## config.mk

```make
export PLATFORM = sky130hd
export DESIGN_NAME = mul_div_arb
export DESIGN_NICKNAME = d
export VERILOG_FILES = /design/src/rtl/mul_div_arb_pkg.sv /design/src/rtl/mul_div_arb_rr_arb2.sv /design/src/rtl/mul_div_arb.sv
export SDC_FILE = /design/constraint.sdc
export NUM_CORES = 1
export LEC_CHECK = 0
export ABC_AREA = 1
export BUFFER_PORTS_ARGS = -buffer_cell sky130_fd_sc_hd__buf_2
export CORE_AREA = 5 5 200 202
export CTS_BUF_LIST = sky130_fd_sc_hd__clkbuf_16
export DETAILED_ROUTE_END_ITERATION = 6
export DIE_AREA = 0 0 205 207
export SLEW_MARGIN = 0
export SYNTH_ARGS = -nofsm -noshare
export SYNTH_HDL_FRONTEND = slang
export SYNTH_SLANG_ARGS = --single-unit
```

## constraint.sdc

```tcl
create_clock -name clk -period 1.7 [get_ports clk]
set_clock_uncertainty 0.1 [all_clocks]
set_input_delay 0.34 -clock clk [delete_from_list [all_inputs] [get_ports clk]]
set_output_delay 0.34 -clock clk [all_outputs]
set_load 0.05 [all_outputs]
```

## src/rtl/mul_div_arb_pkg.sv

```systemverilog
// Shared types and widths for the multiply/divide arbiter.
// Optional feature macro: MUL_DIV_ARB_DIVZ_CHK_EN (divide-by-zero interception).
package mul_div_arb_pkg;

    localparam int DIVIDEND_W = 50;
    localparam int OPB_W      = 24;
    localparam int PROD_W     = 48;

    typedef enum logic {
        OP_MUL = 1'b0,
        OP_DIV = 1'b1
    } op_e;

    // Per-cycle pipeline tag travelling alongside the shared units.
    typedef struct packed {
        logic valid;
        logic id;
        op_e  op;
`ifdef MUL_DIV_ARB_DIVZ_CHK_EN
        logic dz;
`endif
    } tag_t;

endpackage

```

## src/rtl/mul_div_arb_rr_arb2.sv

```systemverilog
// Two-way round-robin arbiter; grant is combinational, pointer is registered.
module rr_arb2 (
    input  logic       clk,
    input  logic       rst,
    input  logic [1:0] req,
    output logic [1:0] gnt
);

    logic ptr_r;

    // Grant selection: lone requester wins, on contention the pointer decides.
    always_comb begin
        gnt = 2'b00;
        if (rst) begin
            gnt = 2'b00;
        end else begin
            case (req)
                2'b01:   gnt = 2'b01;
                2'b10:   gnt = 2'b10;
                2'b11:   gnt = ptr_r ? 2'b10 : 2'b01;
                default: gnt = 2'b00;
            endcase
        end
    end

    // Pointer moves to the other requester after every grant.
    always_ff @(posedge clk) begin
        if (rst) begin
            ptr_r <= 1'b0;
        end else if (gnt[0]) begin
            ptr_r <= 1'b1;
        end else if (gnt[1]) begin
            ptr_r <= 1'b0;
        end else begin
            ptr_r <= ptr_r;
        end
    end

endmodule

```

## src/rtl/mul_div_arb.sv

```systemverilog
// Two-requester front end sharing one multiplier and one divider.
// Optional feature macro: MUL_DIV_ARB_DIVZ_CHK_EN (divide-by-zero interception).
module mul_div_arb
    import mul_div_arb_pkg::*;
#(
    parameter int LAT = 2
) (
    input  logic                  clk,
    input  logic                  rst,
    input  logic [1:0]            req_valid,
    output logic [1:0]            req_ready,
    input  logic [1:0]            req_op,
    input  logic [DIVIDEND_W-1:0] req_opa0,
    input  logic [DIVIDEND_W-1:0] req_opa1,
    input  logic [OPB_W-1:0]      req_opb0,
    input  logic [OPB_W-1:0]      req_opb1,
    output logic [OPB_W-1:0]      mul_opa,
    output logic [OPB_W-1:0]      mul_opb,
    output logic [DIVIDEND_W-1:0] div_opa,
    output logic [OPB_W-1:0]      div_opb,
    input  logic [PROD_W-1:0]     mul_prod,
    input  logic [DIVIDEND_W-1:0] div_quo,
    input  logic [DIVIDEND_W-1:0] div_rem,
    output logic                  rsp_valid,
    output logic                  rsp_id,
    output logic [DIVIDEND_W-1:0] rsp_quo,
    output logic [DIVIDEND_W-1:0] rsp_rem,
    output logic                  busy
`ifdef MUL_DIV_ARB_DIVZ_CHK_EN
    ,
    output logic                  rsp_dz
`endif
);

    logic [1:0]            gnt_s;
    logic                  gnt_any_s;
    logic                  gnt_id_s;
    op_e                   gnt_op_s;
    logic [DIVIDEND_W-1:0] gnt_opa_s;
    logic [OPB_W-1:0]      gnt_opb_s;
    logic                  mul_upd_s;
    logic                  div_upd_s;
    tag_t                  tag_in_s;
    tag_t                  tag_out_s;
    tag_t                  tag_r [LAT];
`ifdef MUL_DIV_ARB_DIVZ_CHK_EN
    logic                  gnt_dz_s;
    logic [DIVIDEND_W-1:0] dz_opa_r [LAT];
`endif

    rr_arb2 u_arb (
        .clk (clk),
        .rst (rst),
        .req (req_valid),
        .gnt (gnt_s)
    );

    assign req_ready = gnt_s;
    assign tag_out_s = tag_r[LAT-1];

    // Mux the winning requester's operation and build the tag for this cycle.
    always_comb begin
        gnt_any_s = gnt_s[0] | gnt_s[1];
        gnt_id_s  = gnt_s[1];
        if (gnt_s[1]) begin
            gnt_op_s  = op_e'(req_op[1]);
            gnt_opa_s = req_opa1;
            gnt_opb_s = req_opb1;
        end else begin
            gnt_op_s  = op_e'(req_op[0]);
            gnt_opa_s = req_opa0;
            gnt_opb_s = req_opb0;
        end
        mul_upd_s = gnt_any_s && (gnt_op_s == OP_MUL);
        tag_in_s       = '0;
        tag_in_s.valid = gnt_any_s;
        tag_in_s.id    = gnt_id_s;
        tag_in_s.op    = gnt_op_s;
`ifdef MUL_DIV_ARB_DIVZ_CHK_EN
        // A zero divisor never reaches the divider; the answer is synthesised at the output.
        gnt_dz_s    = gnt_any_s && (gnt_op_s == OP_DIV) && (gnt_opb_s == 24'd0);
        tag_in_s.dz = gnt_dz_s;
        div_upd_s   = gnt_any_s && (gnt_op_s == OP_DIV) && !gnt_dz_s;
`else
        div_upd_s   = gnt_any_s && (gnt_op_s == OP_DIV);
`endif
    end

    // Unit operand registers; only the unit selected by the grant is loaded.
    always_ff @(posedge clk) begin
        if (rst) begin
            mul_opa <= 24'd0;
            mul_opb <= 24'd0;
            div_opa <= 50'd0;
            div_opb <= 24'd0;
        end else begin
            if (mul_upd_s) begin
                mul_opa <= gnt_opa_s[OPB_W-1:0];
                mul_opb <= gnt_opb_s;
            end
            if (div_upd_s) begin
                div_opa <= gnt_opa_s;
                div_opb <= gnt_opb_s;
            end
        end
    end

    // Tag shift register matching the unit latency; reset drops in-flight work.
    always_ff @(posedge clk) begin
        if (rst) begin
            for (int i = 0; i < LAT; i++) begin
                tag_r[i] <= '0;
            end
        end else begin
            tag_r[0] <= tag_in_s;
            for (int i = 1; i < LAT; i++) begin
                tag_r[i] <= tag_r[i-1];
            end
        end
    end

`ifdef MUL_DIV_ARB_DIVZ_CHK_EN
    // Dividend carried alongside the tag so a zero-divisor result can return it.
    always_ff @(posedge clk) begin
        if (rst) begin
            for (int i = 0; i < LAT; i++) begin
                dz_opa_r[i] <= 50'd0;
            end
        end else begin
            dz_opa_r[0] <= gnt_opa_s;
            for (int i = 1; i < LAT; i++) begin
                dz_opa_r[i] <= dz_opa_r[i-1];
            end
        end
    end
`endif

    // Response stage: capture the unit result when the matching tag emerges.
    always_ff @(posedge clk) begin
        if (rst) begin
            rsp_valid <= 1'b0;
            rsp_id    <= 1'b0;
            rsp_quo   <= 50'd0;
            rsp_rem   <= 50'd0;
`ifdef MUL_DIV_ARB_DIVZ_CHK_EN
            rsp_dz    <= 1'b0;
`endif
        end else begin
            rsp_valid <= tag_out_s.valid;
            if (tag_out_s.valid) begin
                rsp_id <= tag_out_s.id;
`ifdef MUL_DIV_ARB_DIVZ_CHK_EN
                rsp_dz <= tag_out_s.dz;
`endif
                case (tag_out_s.op)
                    OP_MUL: begin
                        rsp_quo <= {2'b00, mul_prod};
                        rsp_rem <= 50'd0;
                    end
                    OP_DIV: begin
`ifdef MUL_DIV_ARB_DIVZ_CHK_EN
                        if (tag_out_s.dz) begin
                            rsp_quo <= {DIVIDEND_W{1'b1}};
                            rsp_rem <= dz_opa_r[LAT-1];
                        end else begin
                            rsp_quo <= div_quo;
                            rsp_rem <= div_rem;
                        end
`else
                        rsp_quo <= div_quo;
                        rsp_rem <= div_rem;
`endif
                    end
                    default: begin
                        rsp_quo <= rsp_quo;
                        rsp_rem <= rsp_rem;
                    end
                endcase
            end
        end
    end

    // Busy covers the operation being granted now, every tag stage and the response stage.
    always_comb begin
        busy = gnt_any_s | rsp_valid;
        for (int i = 0; i < LAT; i++) begin
            busy = busy | tag_r[i].valid;
        end
    end

endmodule

```

* Yosys cells after proc, flatten, opt, wreduce, memory -nomap -nowiden *
Memories as Yosys holds them, arrays and structs flattened.
Index checks and enable logic that the tools add are counted.

cells by class
  equal/unequal tests = 3
  multiplexer cells = 15
  bitwise logic cells = 8
  reductions and logical operators = 3

operators with widths
  kind                                                                   count
  50-bit case mux with 2 select lines                                    2
  50-bit two-way mux                                                     1
  24-bit two-way mux                                                     1
  1-bit two-way mux                                                      6
  3-bit two-way mux                                                      2
  1-bit bitwise OR                                                       6
  2-bit case mux with 3 select lines                                     1
  2-bit equality test, second input constant                             2
  2-bit two-way mux                                                      2
  2-bit by 1-bit equality test with 1-bit output, second input constant  1
  1-bit logical AND                                                      2
  1-bit NOT                                                              2
  2-bit nonzero test                                                     1

storage, ports and cells
  register bits = 225
  bits in writable memories = 6
  input bits = 302
  output and inout bits = 227
  logic and storage cells = 39
  memories kept = 1

memories
  memory  depth  bits a word  read ports  clocked after memory_dff  wr ports  line               source
  tag_r   2      3            2           0                         2         mul_div_arb.sv:45  tag_t tag_r [LAT];

* Logic depth before layout (Yosys ltp) *
  depth in word-level cells = 7
  depth in mapped cells = 11
  mapped depth without buffers = 9

* Hierarchy *
From an unflattened synthesis, not the netlist that was laid out.

second synthesis, totals
  cell total of the unflattened synthesis = 1,663
  area, all modules = 10,491.3 µm²

modules (own cells, without submodules)
  module       instances  cells an instance  area an instance (µm²)
  mul_div_arb  1          1,652              10,433.8
  rr_arb2      1          11                 57.6

* Worst setup path after synthesis *
Ideal clock, no wire load.

  path kind = input to output
  start = input port rst
  end = output port req_ready[0]
  arrival = 1,797 ps
  setup slack = -537 ps
  cell stages on the path = 3
  path buffers = 2
  path through = buf_4 > clkbuf_1 > nor3_1

on the way
  cells in the longest elaborated chain, start to end = 1

RTL lines
  what                line                       source
  start: declaration  mul_div_arb.sv:9           input logic rst,
  2-bit two-way mux   mul_div_arb_rr_arb2.sv:14  if (rst) begin
  end: declaration    mul_div_arb.sv:11          output logic [1:0] req_ready,

Every way passes these cells.

* Worst setup path in the final report *
  start = register u_arb.ptr_r
  end = output port req_ready[0]

on the way
  cells in the longest elaborated chain, start to end = 3

RTL lines
  what                                line                       source
  start: declaration                  mul_div_arb_rr_arb2.sv:9   logic ptr_r;
  start signal: assignment            mul_div_arb_rr_arb2.sv:35  ptr_r <= ptr_r;
  2-bit two-way mux                   mul_div_arb_rr_arb2.sv:20  2'b11: gnt = ptr_r ? 2'b10 : 2'b01;
  2-bit case mux with 3 select lines  mul_div_arb_rr_arb2.sv:17  case (req)
  2-bit two-way mux                   mul_div_arb_rr_arb2.sv:14

Every way passes these cells.

==> summary.md <==
| Metric | Value |
|---|---|
| IO Pins | `529` |
| IR drop worst, VDD | `0.672 mV` |
| Vias post-DR | `13,500` |
| Switching Share | `33.0%` |
| Crit Path Class | `flop to output pin` |
| Placed wire-length estimate | `32,900 um` |
| Run status | `finished, violations left` |
| Final Instance Count excl. Fillers | `2,984` |
| Failing checks | `setup timing` |
| Number of setup violations in the final report | `2` |
| Unrepaired setup endpoints after global routing | `true` |
| Pre-CTS setup slack | `-0.153 ns` |
| Max-capacitance violation count | `0` |
| Cells taking the most area after synthesis | `sky130_fd_sc_hd__dfxtp_1 42%, sky130_fd_sc_hd__nand2_1 18%, sky130_fd_sc_hd__nand3_1 9.1%` |
| Vias per inst | `4.53` |
| Post-synthesis cell area | `0.0110 mm^2` |
| CP arrival | `1.36 ns` |
| Endpoint of the worst setup timing path | `req_ready[0]` |
| Rel. slew slack | `59.3%` |
| Worst r2r dst | `div_opa[20]` |
| Seq/Total Area, Yosys | `42.2%` |
| Site row count | `72` |
| Mean Syn Cell Area | `6.23 um^2` |
| Worst-margin pin slew | `0.610 ns` |
| Proportion of power drawn by flip-flops and latches | `36.5%` |
| Clock Latency Late Sink | `0.54 ns` |
| Overall Global Routing Usage | `21.3%` |
| Total clock buffers created by CTS | `26` |
| Total negative slack | `-0.147 ns` |
| Clock power share | `37.3%` |
| Yosys Warn Count | `0` |
| Placed Instance Area | `0.0145 mm^2` |
| Relative contribution of combinational cells to total power | `26.1%` |
| Post-Route WL | `48,400 um` |
| Reg2Reg Setup Slack | `0.04 ns` |
| Top FF cell, synth | `sky130_fd_sc_hd__dfxtp_1` |
| Core Footprint | `0.0381 mm^2` |
| Wirelength per Cell | `16.2 um` |
| Share of the synthesized area in the top cell type | `42.2%` |
| First-pass GRT wire length | `73,100 um` |
| DRT iter0 DRCs | `835` |
| Top fanout value on the critical path | `2` |
| Starting Density | `28.8%` |
| X dimension of the die | `205 um` |
| Remaining Overflow, GRT | `0` |
| Power spent charging and discharging nets | `5.35 mW` |
| Drt pass-1 iters | `7` |
| Number of hold-slack violations in the final timing report | `0` |
| Share of final-layout standard cells stronger than drive strength 1 | `32.1%` |
| Number of cells on the worst reg-to-reg path | `12` |
| Ratio of final minimum period to clock period | `106%` |
| Die Height | `207 um` |
| Total Nets Final | `2,747` |
| Most common cell in the synthesized netlist | `sky130_fd_sc_hd__nand2_1` |
| Leak | `9.83 nW` |
| Final Slew Violations | `0` |
| Layout filler cell count | `3,770` |
| Via count of the first global-routing pass | `13,400` |
| Cell-internal power | `10.9 mW` |
| Combined flip-flop and latch cell area | `0.00463 mm^2` |
| Sort of element at the end of the critical path | `output pin` |
| Longest Clk Path Bufs | `3` |
| Min Clock Period, post-route | `1.80 ns` |
| Power per cell area | `911 mW/mm^2` |
| GPL Wtd Cong | `0.842` |
| Count of nets left with antenna violations after detail routing | `0` |
| Pin count of the biggest net entering global routing | `102` |
| Total power consumption of the routed design | `16.2 mW` |
| Clock-pin slew reported for the worst setup and hold paths after clock tree synthesis | `0.07 ns` |
| Count of unique library cells instantiated by Yosys | `18` |
| Number of nets in the synthesized netlist | `2,063` |
| Port Buf Inserts | `528` |
| Maximum achievable frequency | `557 MHz` |
| CTS root buf | `sky130_fd_sc_hd__clkbuf_16` |
| Placed Instances | `2,749` |
| Top cell types by occurrence after synthesis | `524 x sky130_fd_sc_hd__nand2_1, 259 x sky130_fd_sc_hd__inv_1, 231 x sky130_fd_sc_hd__dfxtp_1` |
| Antenna violations before repair | `2` |
| CTS tree | `done` |
| Launch instance of the worst register-to-register path | `u_arb.ptr_r` |
| Yosys reg bits | `231` |
| Startpoint class of the critical path | `flop` |
| Mapped Cells | `1,761` |
| Most area-hungry cell type in the Yosys netlist | `sky130_fd_sc_hd__dfxtp_1` |
| Design area | `0.0178 mm^2` |
| Number of clock sinks seen by CTS | `231` |
| Combined area of the multi-input logic cells | `0.00484 mm^2` |
| CTS H-Tree Depth | `1` |
| Number of synthesized flops with an enable pin | `0` |
| Area added between synthesis and finish | `62.5%` |
| Type of the worst min-delay path | `input port to flop` |
| Residual DRC | `0` |
| Async set or reset register ratio after synthesis | `0%` |
| Total die area | `0.0424 mm^2` |
| CP required | `1.26 ns` |
| Source of the critical timing path | `u_arb.ptr_r` |
| Minimum setup slack in the final design | `-0.0954 ns` |
==> per-stage QoR <==
step                      hold slack, ns  utilization, %
after detailed placement           0.292            38.1
after CTS                        0.00111            45.8
after global routing              0.0109            46.8
final                             0.0186            46.8
after global placement             0.294            38.1
after floorplan                    0.288               -
==> cells by family after synthesis <==
logic type             count (synthesis)  synth area share (%)
AO/OA/AOI/OAI                        199                  9.14
flip-flops                           231                  42.2
buffers and inverters                447                  15.9
AND/OR/NAND/NOR                      884                  32.7
==> layout by cell type, fill, tap and decap left out, drive strengths merged, types with 10 or more instances in the layout <==
cell type    netlist  layout
buf               51     614
nand2            526     526
inv              328     333
dfxtp            231     231
nand3            200     200
nor2             157     157
dlygate4sd3        0     154
a21oi            149     149
o21ai             49      49
clkbuf            68      33
clkinv             0      10
==> final cells by class <==
class / count / area share, %
multi-input cells: 1083 / 27.2
repair buffers: 775 / 31.1
flip-flops and latches: 231 / 26.0
inverters: 328 / 7.01
well taps: 518 / 3.64
diodes: 1 / 0.0140
clock inverters: 21 / 1.33
clock buffers: 27 / 3.79
==> routing by layer <==
layer / vias to the layer above / wire, um / share of wire [%] / GRT usage [%]
li1: 6668 / - / - / -
met1: 6041 / 18000 / 37 / 23.6
met2: 647 / 23200 / 48 / 37.3
met3: 147 / 4160 / 8.6 / 4.91
met4: 2 / 3040 / 6.3 / 12.0
met5: - / 20 / 0.041 / 0
==> state kept, by name, indices dropped and copies added, names as in the netlist <==
register     count
div_opa         50
div_opb         24
mul_opa         24
mul_opb         24
rsp_id           1
rsp_quo         50
rsp_rem         50
rsp_valid        1
tag_r            6
u_arb.ptr_r      1
==> how the worst min path moves through the flow <==
stage / from / end / cells after the start
2_1_floorplan: tag_r[0][0] / tag_r[0][3] / 2
3_3_place_gp: tag_r[0][0] / tag_r[0][3] / 2
3_5_place_dp: tag_r[0][0] / tag_r[0][3] / 2
4_1_cts: req_opa1[43] / div_opa[43] / 5
5_1_grt: div_quo[41] / rsp_quo[41] / 3
6_report: div_quo[41] / rsp_quo[41] / 3
==> repair_timing <==
item | CTS | global route
endpoints found under the hold margin | 106 | 0
buffers inserted | 10 | 17
hold buffers | 154 | 0
gates resized for setup | 62 | 62
pin swaps | 5 | 15
endpoints found under the setup margin | 78 | 102
cloned | 8 | 5
==> power by group through the flow <==
stage / combinational, mW / clock, mW / sequential [mW]
5_1_grt: 4.57 / 6.45 / 5.96
4_1_cts: 4.10 / 6.23 / 5.93
2_1_floorplan: 1.31 / 0 / 7.09
3_3_place_gp: 3.59 / 0 / 6.04
3_5_place_dp: 3.62 / 0 / 6.04
6_report: 4.25 / 6.06 / 5.93
==> critical path: stages, from the launching register on <==
cell                      delay (ns)
sky130_fd_sc_hd__dfxtp_2        0.33
sky130_fd_sc_hd__buf_6          0.11
sky130_fd_sc_hd__nand2_2        0.05
sky130_fd_sc_hd__inv_2          0.05
sky130_fd_sc_hd__nor3_4         0.11
sky130_fd_sc_hd__buf_6          0.18
Power figures use the tool's default switching activity.
